<file path="config.mk">
export PLATFORM = sky130hd
export DESIGN_NAME = vmode_switch_ctrl
export DESIGN_NICKNAME = d
export VERILOG_FILES = /design/src/rtl/vmode_switch_ctrl.sv
export SDC_FILE = /design/constraint.sdc
export NUM_CORES = 1
export LEC_CHECK = 0
export ABC_AREA = 1
export ABC_CLOCK_PERIOD_IN_PS = 1600
export BUFFER_PORTS_ARGS = -buffer_cell sky130_fd_sc_hd__clkbuf_2
export CORE_UTILIZATION = 45
export CTS_BUF_LIST = sky130_fd_sc_hd__clkbuf_2 sky130_fd_sc_hd__clkbuf_4 sky130_fd_sc_hd__clkbuf_8
export CTS_CLUSTER_DIAMETER = 120
export DETAILED_ROUTE_END_ITERATION = 8
export GPL_TIMING_DRIVEN = 0
export PLACE_DENSITY = 0.72
export REMOVE_ABC_BUFFERS = 1
export SLEW_MARGIN = 25
export SYNTH_ARGS = -nofsm -noshare
export SYNTH_HDL_FRONTEND = slang
export SYNTH_SLANG_ARGS = --single-unit
</file>
<file path="constraint.sdc">
create_clock -name clk -period 1.6 [get_ports clk]
set_clock_uncertainty 0.15 [all_clocks]
set_input_delay 0.08 -clock clk [delete_from_list [all_inputs] [get_ports clk]]
set_output_delay 0.08 -clock clk [all_outputs]
set_load 0.1 [all_outputs]
</file>
<file path="src/rtl/vmode_switch_ctrl.sv">
// rtl/vmode_switch_ctrl.sv - frame-aligned video clock mode switch sequencer
// Blanks and resets the video pipeline around a clock-select change taken at vsync.
module vmode_switch_ctrl #(
   parameter int BLANK_CYCLES  = 16,
   parameter int SETTLE_CYCLES = 64,
   parameter int VSYNC_TIMEOUT = 1000000
) (
   input  logic clk,
   input  logic reset,
   input  logic req_valid,
   input  logic req_mode,
   input  logic vsync_pulse,
   output logic video_mode,
   output logic video_blank,
   output logic video_rst,
   output logic busy,
   output logic done
);

   localparam logic [23:0] BLANK_LOAD   = 24'(BLANK_CYCLES - 1);
   localparam logic [23:0] SETTLE_LOAD  = 24'(SETTLE_CYCLES - 1);
   localparam logic [23:0] TIMEOUT_LOAD = 24'(VSYNC_TIMEOUT - 1);

   typedef enum logic [2:0] {
      IDLE,
      WAIT_VSYNC,
      BLANK,
      SWITCH,
      SETTLE,
      RELEASE
   } state_t;

   state_t      state;
   logic        target;
   logic        pend_valid;
   logic        pend_mode;
   logic [23:0] cnt;

   logic        take;
   logic        take_mode;

   // A fresh request is newer than anything pending, so it takes priority.
   always_comb begin
      take      = 1'b0;
      take_mode = 1'b0;
      if (req_valid) begin
         take      = 1'b1;
         take_mode = req_mode;
      end else if (pend_valid) begin
         take      = 1'b1;
         take_mode = pend_mode;
      end
   end

   assign busy = (state != IDLE) | pend_valid;

   always_ff @(posedge clk) begin
      if (reset) begin
         state       <= IDLE;
         target      <= 1'b0;
         pend_valid  <= 1'b0;
         pend_mode   <= 1'b0;
         cnt         <= 24'd0;
         video_mode  <= 1'b0;
         video_blank <= 1'b0;
         video_rst   <= 1'b0;
         done        <= 1'b0;
      end else begin
         done <= 1'b0;
         case (state)
            IDLE: begin
               if (take) begin
                  pend_valid <= 1'b0;
                  if (take_mode == video_mode) begin
                     done <= 1'b1;
                  end else begin
                     target <= take_mode;
                     cnt    <= TIMEOUT_LOAD;
                     state  <= WAIT_VSYNC;
                  end
               end
            end
            WAIT_VSYNC: begin
               if (vsync_pulse || cnt == 24'd0) begin
                  video_blank <= 1'b1;
                  cnt         <= BLANK_LOAD;
                  state       <= BLANK;
               end else begin
                  cnt <= cnt - 24'd1;
               end
            end
            BLANK: begin
               if (cnt == 24'd0) begin
                  video_rst <= 1'b1;
                  state     <= SWITCH;
               end else begin
                  cnt <= cnt - 24'd1;
               end
            end
            SWITCH: begin
               // Blank and reset are both already high here, so the mux change is invisible.
               video_mode <= target;
               cnt        <= SETTLE_LOAD;
               state      <= SETTLE;
            end
            SETTLE: begin
               if (cnt == 24'd0) begin
                  video_rst <= 1'b0;
                  state     <= RELEASE;
               end else begin
                  cnt <= cnt - 24'd1;
               end
            end
            RELEASE: begin
               video_blank <= 1'b0;
               done        <= 1'b1;
               state       <= IDLE;
            end
            default: begin
               state <= IDLE;
            end
         endcase

         if (state != IDLE && req_valid) begin
            pend_valid <= 1'b1;
            pend_mode  <= req_mode;
         end
      end
   end

endmodule

</file>
==> results.yml, run 1 <==
outcome:
  outcome: "finished, violations left"
  violations: "setup timing"
clock_tree:
  cts.clk_slew.worst_paths_ps: 80
  cts_buffer_depth: 2
  cts-root-buf: "clkbuf_8"
  h-tree-depth: 2
  clock-sinks: 34
  tritoncts: "done"
  cts_made_buffers: 5
  clk-insertion-delay-late_ps: 290
place:
  dpl_worst_slack_ps: -701.1
  place_congestion: 0.9187
  port_buffers: 9
  placed_area_mm2: 0.002310
  hpwl_mm: 3.716
route:
  vias: 2411
  route.detailed.drc: 0
  routed_wl_mm: 6.233
  post_drt_wl_per_cell_um: 13.64
  vias_per_cell: 5.276
  ant_nets: 0
  dr.pass1.iters: 5
  initialDrtViolationCount: 168
setup_path:
  cp_slowest_cell: "dfxtp_1"
  crit_fanout: 7
  cp.arrival_ps: 1880
  start_kind: "register"
  path_class: "register to register"
  slowest_delay_ps: 450
  critPathMostFrequentCell: "nand2_1"
  critPathRequiredTime_ps: 1640
  worstSetupEndpointType: "register"
  crit_chain: "nor2_1 -> nand2_1 -> nor2_2 -> nand3_4 -> nor2_8 -> buf_6 -> nor2_4 -> nand3_1 -> nand2_1 -> inv_1"
synth:
  synth_area_leaders: "dfxtp_1, nand2_1, nor2_1"
  avgSynthCellArea_um2: 6.281
  syn_area_mm2: 0.002230
  synth_cell_types: 29
  synth_top_area_share_pct: 30.53
  yosysSeqAreaShare_pct: 30.53
  yosys.area.top_type: "dfxtp_1"
  ys_warn_count: 0
  postSynthCellCount: 355
  ys_ff_latch: 34
finish:
  syn2layout_area_growth_pct: 30.75
  antennaDiodeCount: 0
  final_cell_mix: "nand2_1, nor2_1, inv_1"
  postLayoutCellArea_mm2: 0.002915
  final_common_cell: "nand2_1"
  drive_gt1_share_pct: 31.54
  post-route-util_pct: 61.32
  nets: 396
timing:
  relSlewSlack_pct: 50.88
  finalCritPeriodShare_pct: 114.8
  fin_crit_ps: 1837
  hold_viol_final: 0
  clock.fmax_ghz: 0.5442
  rsz0062_at_grt: "yes"
  setup_viol: 29
  setup_slack_ps: -237.4
  tightestPinTransition_ps: 736.0
  drv_slew: 0
power_and_ir_drop:
  power.density_mw_per_mm2: 2397
  leakage_nw: 1.355
  worst_ir_drop_vdd_uv: 1224
die:
  fp.coreArea_mm2: 0.004755
  rows: 25
  start_util_pct: 46.89
  dieWidth_um: 72.39
  die_area_mm2: 0.005240
  ios: 10
  die_h_um: 72.39
grt:
  grt_usage_pct: 24.79
  grt_antenna_before_repair: 0
  grt_first_pass_wirelength_mm: 10.07
  grt_pass1_vias: 2211
  overflow: 0
  grt_max_degree: 18
worst_hold_path:
  worstHoldPathType: "primary input to register"
run:
  maxCapViolCount: 0
through the flow:
stage | std cells | total power [W] | setup TNS (ps) | hold slack, ps
after floorplan | 348 | 0.004164 | -16570 | -0.9342
after global placement | 424 | 0.004791 | -13090 | 205.9
after detailed placement | 424 | 0.004849 | -14020 | 208.3
after CTS | 453 | 0.006525 | -6209 | 2.126
after global routing | 457 | 0.007491 | -7609 | 39.22
final | 457 | 0.006987 | -5333 | 15.10
worst max-delay path: cells and delay by family, from the launching register on:
kind / cells / cell delay, ps
simple gates: 8 / 1000
flops: 1 / 450
buf+inv: 2 / 160
sequential cells by signal, indices dropped and copies added (netlist names):
| register | flops |
|---|---|
| pend_valid | 1 |
| done | 1 |
| target | 1 |
| video_blank | 1 |
| state | 3 |
| video_mode | 1 |
| cnt | 24 |
| pend_mode | 1 |
| video_rst | 1 |
final cells by class:
type / count / area (um2)
clock buffers: 6 / 82.58
clock inverters: 2 / 12.51
fillers: 437 / 1839
inverters: 44 / 172.7
multi-input cells: 272 / 1599
flip-flops and latches: 34 / 694.4
well taps: 67 / 83.83
repair buffers: 32 / 270.3
repair_timing:
item,CTS,global route
setup buffers,17,4
hold buffers,2,0
setup endpoints to repair,29,30
resized for setup,57,29
gates cloned,2,0
pin swaps,23,19
endpoints found under the hold margin,1,0
per-layer routing:
| metal | global-route usage (%) | wire length [um] | up-vias |
|---|---|---|---|
| met5 | 0 | 0 | - |
| met4 | 7.407 | 147 | 0 |
| met3 | 3.889 | 350 | 21 |
| met2 | 42.58 | 3057 | 92 |
| met1 | 31.89 | 2678 | 1091 |
| li1 | - | - | 1207 |
Yosys cell counts:
| cell type | n |
|---|---|
| nor2_4 | 1 |
| nand3_1 | 27 |
| xnor2_1 | 2 |
| o21ai_0 | 4 |
| nor2_8 | 2 |
| nor3_1 | 6 |
| inv_1 | 40 |
| buf_8 | 1 |
| buf_6 | 1 |
| nand2_4 | 3 |
| xor2_1 | 6 |
| nand2_1 | 82 |
| inv_2 | 3 |
| nor2_2 | 4 |
| o21ai_1 | 9 |
| nand2_2 | 3 |
| nand3_4 | 1 |
| a21oi_1 | 12 |
| nand3_2 | 7 |
| clkinv_1 | 1 |
| nand4_1 | 17 |
| nor2_1 | 78 |
| clkbuf_1 | 2 |
| buf_2 | 3 |
| or2_2 | 2 |
| a31oi_1 | 1 |
| dfxtp_1 | 34 |
| ha_1 | 2 |
| o21bai_1 | 1 |
path summary, 6_finish.rpt:
path | start | slack [ps] | cells past startpoint | endpoint
min | reset | 20 | 2 | state[2]
max | cnt[5] | -240 | 10 | cnt[9]
max reg2reg | cnt[5] | -240 | 10 | cnt[9]
min reg2reg | video_blank | 320 | 2 | video_blank
power by group:
part / internal [W] / total (W) / switching [W]
registers: 0.00112 / 0.00143 / 0.000315
logic: 0.00174 / 0.00488 / 0.00314
clock network: 0.000346 / 0.000680 / 0.000334
total: 0.00320 / 0.00699 / 0.00379
kinds of logic (layout without fill, tap and decap cells):
family	after synthesis	in the layout	synth area share (%)
simple gates	233	235	49.38
fa+ha+maj	2	2	1.122
compound gates	27	27	6.229
xor+xnor	8	8	3.143
buf+inv	51	84	9.595
flops	34	34	30.53
No activity file was read; power rests on OpenSTA's default activity.
==> run 2, diff against run 1 <==
--- a/config.mk
+++ b/config.mk
@@ -8,12 +8,13 @@
 export ABC_AREA = 1
 export ABC_CLOCK_PERIOD_IN_PS = 1600
 export BUFFER_PORTS_ARGS = -buffer_cell sky130_fd_sc_hd__clkbuf_2
-export CORE_UTILIZATION = 45
+export CORE_UTILIZATION = 57
 export CTS_BUF_LIST = sky130_fd_sc_hd__clkbuf_2 sky130_fd_sc_hd__clkbuf_4 sky130_fd_sc_hd__clkbuf_8
 export CTS_CLUSTER_DIAMETER = 120
 export DETAILED_ROUTE_END_ITERATION = 8
 export GPL_TIMING_DRIVEN = 0
-export PLACE_DENSITY = 0.72
+export HOLD_SLACK_MARGIN = 0.02
+export PLACE_DENSITY = 0.86
 export REMOVE_ABC_BUFFERS = 1
 export SLEW_MARGIN = 25
 export SYNTH_ARGS = -nofsm -noshare
==> run 2 against run 1 <==
Net effect: the flow still finishes with violations (setup timing); via count up 8.3%; highest routed layer unchanged; count of clock-buffer cells in the layout grew 1; core utilization grew 16 points; worst setup slack lost 73 ps; critical path depth is 3 higher; clock power grew 2%; sequential power about the same; largest cell class unchanged.
==> results.yml, run 2 (same netlist as run 1, synthesis figures left out) <==
route:
  vias_per_cell: 5.892
  vias: 2610
  initialDrtViolationCount: 353
  post_drt_wl_per_cell_um: 15.82
  route.detailed.drc: 0
  routed_wl_mm: 7.010
  dr.pass1.iters: 5
  ant_nets: 0
timing:
  hold_viol_final: 0
  rsz0062_at_grt: "yes"
  relSlewSlack_pct: 58.49
  clock.fmax_ghz: 0.5233
  setup_slack_ps: -310.9
  fin_setup_tns_ps: -7666
  fin_crit_ps: 1911
  drv_slew: 0
  finalCritPeriodShare_pct: 119.4
  tightestPinTransition_ps: 621.9
  setup_viol: 29
grt:
  grt_usage_pct: 33.56
  grt_antenna_before_repair: 0
  grt_pass1_vias: 2356
  grt_first_pass_wirelength_mm: 10.73
  overflow: 0
  grt_max_degree: 18
die:
  start_util_pct: 60.00
  die_area_mm2: 0.004166
  ios: 10
  rows: 22
  die_h_um: 64.55
  dieWidth_um: 64.55
  fp.coreArea_mm2: 0.003716
power_and_ir_drop:
  worst_ir_drop_vdd_uv: 1363
  power.density_mw_per_mm2: 2449
  p_total_w: 0.007042
  leakage_nw: 1.367
clock_tree:
  clock-sinks: 34
  tritoncts: "done"
  clk-insertion-delay-late_ps: 300
  h-tree-depth: 2
  cts-root-buf: "clkbuf_8"
  cts_buffer_depth: 2
  cts.clk_slew.worst_paths_ps: 70
  cts_made_buffers: 5
finish:
  multi_input_area_mm2: 0.001545
  nets: 401
  post-route-util_pct: 77.37
  seq_area_um2: 686.9
  antennaDiodeCount: 0
  final_cell_mix: "nand2_1, nor2_1, inv_1"
  largest_register_ffs: 24
  regMostFlops: "cnt"
  drive_gt1_share_pct: 28.35
  reg_top3: "cnt x24, state x3"
  nFillCells: 234
  syn2layout_area_growth_pct: 28.96
  final_common_cell: "nand2_1"
place:
  hpwl_mm: 3.685
  port_buffers: 9
  place_congestion: 0.9137
setup_path:
  crit_fanout: 7
  path_class: "register to register"
  cp.arrival_ps: 1950
  start_kind: "register"
  worstSetupEndpointType: "register"
  critPathRequiredTime_ps: 1640
outcome:
  outcome: "finished, violations left"
  violations: "setup timing"
worst_hold_path:
  worstHoldPathType: "primary input to register"
run:
  maxCapViolCount: 0
[run 2: cell count changes in the layout (fill, tap and decap cells not counted), moves of 3 or more]
cell           change
nand3_1            +4
nand3_2            -3
nor2_1             -3
nor2_2             +4
dlygate4sd3_1      +3
o21ai_1            +6
o21ai_2            -7
nand2_1            +3
[run 2: worst max-delay path, stage by stage, from the launching register on]
cell	delay, ps
dfxtp_2	330
inv_2	70
ha_4	130
inv_2	30
nor2_1	100
nand2_1	110
nor2_2	140
nand3_4	130
nand2_1	120
nand2_2	80
nand2_4	150
nand2_4	90
nand2_4	110
nor2_1	60
[run 2: where the power goes]
part           internal, W  switching [W]  total, W
registers          0.00111       0.000310   0.00142
logic              0.00174        0.00318   0.00492
clock network     0.000364       0.000332  0.000696
[run 2: worst paths after layout]
| path | startpoint | end | slack [ps] | cells after the start |
|---|---|---|---|---|
| hold reg to reg | video_blank | video_blank | 320 | 2 |
| hold / removal | reset | video_blank | 30 | 2 |
| setup reg to reg | cnt[1] | cnt[7] | -310 | 13 |
| setup / recovery | cnt[1] | cnt[7] | -310 | 13 |
[run 2: what timing repair did]
action | CTS | global route
buffers inserted | 19 | 2
endpoints found under the setup margin | 29 | 29
pin swaps | 22 | 9
gates resized for setup | 42 | 28
endpoints found under the hold margin | 4 | 1
hold buffers | 3 | 2
cloned | 3 | 1
[run 2: area by class of cell]
| type | count | area share (%) |
|---|---|---|
| Inverter | 44 | 6.005 |
| Clock inverter | 1 | 0.1741 |
| Tap cell | 48 | 2.089 |
| Clock buffer | 7 | 3.133 |
| Timing Repair Buffer | 36 | 10.97 |
| Multi-Input combinational cell | 273 | 53.74 |
| Sequential cell | 34 | 23.89 |
[run 2: layer usage]
metal	track usage, %	up-vias	wire length (um)
met5	0	-	0
met4	15.28	0	324
met3	6.866	36	631
met2	54.87	174	3307
met1	42.19	1185	2746
li1	-	1215	-
[run 2: per-stage QoR]
stage / hold WS [ps] / setup WS [ps] / instance area [um2] / cells
after floorplan: -0.9342 / -724.2 / 2181 / 348
after global placement: 208.0 / -633.0 / 2286 / 405
after detailed placement: 217.1 / -676.0 / 2286 / 405
after CTS: -5.111 / -276.6 / 2731 / 438
after global routing: 49.32 / -393.8 / 2875 / 443
final: 27.36 / -310.9 / 2875 / 443
==> run 3, diff against run 2 <==
--- a/config.mk
+++ b/config.mk
@@ -8,13 +8,16 @@
 export ABC_AREA = 1
 export ABC_CLOCK_PERIOD_IN_PS = 1600
 export BUFFER_PORTS_ARGS = -buffer_cell sky130_fd_sc_hd__clkbuf_2
-export CORE_UTILIZATION = 57
+export CELL_PAD_IN_SITES_DETAIL_PLACEMENT = 0
+export CELL_PAD_IN_SITES_GLOBAL_PLACEMENT = 1
+export CORE_UTILIZATION = 41
 export CTS_BUF_LIST = sky130_fd_sc_hd__clkbuf_2 sky130_fd_sc_hd__clkbuf_4 sky130_fd_sc_hd__clkbuf_8
 export CTS_CLUSTER_DIAMETER = 120
+export CTS_CLUSTER_SIZE = 28
 export DETAILED_ROUTE_END_ITERATION = 8
 export GPL_TIMING_DRIVEN = 0
 export HOLD_SLACK_MARGIN = 0.02
-export PLACE_DENSITY = 0.86
+export PLACE_DENSITY = 0.87
 export REMOVE_ABC_BUFFERS = 1
 export SLEW_MARGIN = 25
 export SYNTH_ARGS = -nofsm -noshare
==> run 3 against run 2 <==
Net effect: the flow still finishes with violations (setup timing); count of clock-buffer cells in the layout fell by 1; largest cell class unchanged; critical endpoint is now cnt[0]; register-to-register slack improved by 30 ps; sequential share of layout area fell by 0.77 points; highest routed layer unchanged; fmax rose by 1.4%; wire length fell by 7.9%; clock power rose by 20%; non-clock buffer count rose by 2; die area rose by 38%.
==> results.yml, run 3 (same netlist as run 1, synthesis figures left out) <==
outcome:
  outcome: "finished, violations left"
  violations: "setup timing"
route:
  vias_per_cell: 5.180
  routed_wl_mm: 6.455
  initialDrtViolationCount: 143
  post_drt_wl_per_cell_um: 13.85
  dr.pass1.iters: 5
  vias: 2414
  ant_nets: 0
  route.detailed.drc: 0
finish:
  postLayoutCellArea_mm2: 0.002982
  largest_register_ffs: 24
  syn2layout_area_growth_pct: 33.73
  drive_gt1_share_pct: 30.30
  regMostFlops: "cnt"
  antennaDiodeCount: 0
  reg_top3: "cnt x24, state x3"
  final_common_cell: "nor2_1"
  final_cell_mix: "nor2_1, nand2_1, inv_1"
  nets: 403
die:
  dieWidth_um: 75.75
  start_util_pct: 43.11
  die_h_um: 75.75
  fp.coreArea_mm2: 0.005172
  rows: 26
  die_area_mm2: 0.005737
  ios: 10
clock_tree:
  cts_made_buffers: 5
  cts-root-buf: "clkbuf_8"
  clk-insertion-delay-late_ps: 290
  tritoncts: "done"
  cts.clk_slew.worst_paths_ps: 80
  cts_buffer_depth: 2
  clock-sinks: 34
  h-tree-depth: 2
timing:
  setup_viol: 29
  fin_crit_ps: 1884
  drv_slew: 0
  relSlewSlack_pct: 64.05
  hold_viol_final: 0
  rsz0062_at_grt: "yes"
  clock.fmax_ghz: 0.5307
  tightestPinTransition_ps: 541.5
  setup_slack_ps: -284.2
  finalCritPeriodShare_pct: 117.8
setup_path:
  path_class: "register to register"
  start_kind: "register"
  crit_fanout: 6
  crit_family: "simple AND/OR/NAND/NOR gates"
  cp.arrival_ps: 1910
  critPathMostFrequentCell: "nor2_1"
  worstSetupEndpointType: "register"
  reg2regPathDepth: 9
  cp_slowest_cell: "dfxtp_1"
  worst-path-stages: 9
  slowest_delay_ps: 390
  path_buf_inv: 1
  crit_chain: "nor2_1 -> nand2_1 -> nor2_1 -> nand3_4 -> nor2_8 -> nor2_4 -> buf_6 -> o21ai_1 -> nor2_1"
  critPathRequiredTime_ps: 1620
place:
  dpl_worst_slack_ps: -704.0
  hpwl_mm: 3.860
  port_buffers: 9
  place_congestion: 0.8629
  placed_area_mm2: 0.002313
grt:
  grt_pass1_vias: 2195
  grt_max_degree: 18
  grt_first_pass_wirelength_mm: 10.45
  grt_usage_pct: 24.34
  grt_antenna_before_repair: 0
  overflow: 0
worst_hold_path:
  holdPathStages: 4
  worstHoldPathType: "primary input to register"
run:
  maxCapViolCount: 0
power_and_ir_drop:
  power.density_mw_per_mm2: 2417
  worst_ir_drop_vdd_uv: 1118
  leakage_nw: 1.390
  p_total_w: 0.007206
[run 3: tightest hold or removal path: cells and delay by family]
kind                   cells  cell delay [ps]
AOI/OAI and AO/OA          2              180
buffers and inverters      2              170
[run 3: through the flow]
step	instances	hold slack, ps	util (%)	TNS (ps)
global placement	427	211.0	44.73	-14210
global route	466	103.5	57.64	-9188
finish	466	29.60	57.64	-6454
detailed placement	427	231.8	44.73	-14330
CTS	461	23.00	53.48	-6026
floorplan	348	-0.9342	-	-16570
[run 3: cell type report]
cell class / instances / area [um2]
clock buffers: 6 / 82.58
clock inverters: 1 / 30.03
fillers: 476 / 2191
inverters: 44 / 176.4
multi-input cells: 273 / 1582
flip-flops and latches: 34 / 689.4
well taps: 70 / 87.58
repair buffers: 38 / 334.1
[run 3: power by group]
part	total, W	switching, W	internal, W
Clock	0.000834	0.000335	0.000499
Sequential	0.00142	0.000301	0.00111
Combinational	0.00496	0.00312	0.00184
Total	0.00721	0.00376	0.00345
[run 3: layer usage]
metal | part of all wire [%] | vias up | wire length [um] | track usage (%)
met5 | 0 | - | 0 | 0
met3 | 5.3 | 13 | 344 | 5.291
met4 | 1.6 | 0 | 106 | 9.671
met2 | 47 | 62 | 3033 | 39.72
li1 | - | 1219 | - | -
met1 | 46 | 1120 | 2971 | 31.13
[run 3: final timing paths]
path / from / end / slack [ps]
worst max-delay path: cnt[20] / cnt[0] / -280
worst min-delay path: req_valid / pend_mode / 30
worst max register to register: cnt[20] / cnt[0] / -280
worst min register to register: video_rst / video_rst / 320
[run 3: repair_timing]
action | 4_1_cts | 5_1_grt
hold buffers | 4 | 0
pin swaps | 9 | 19
setup endpoints to repair | 29 | 31
resized for setup | 38 | 47
endpoints found under the hold margin | 6 | 0
setup buffers | 20 | 4
gates cloned | 3 | 1
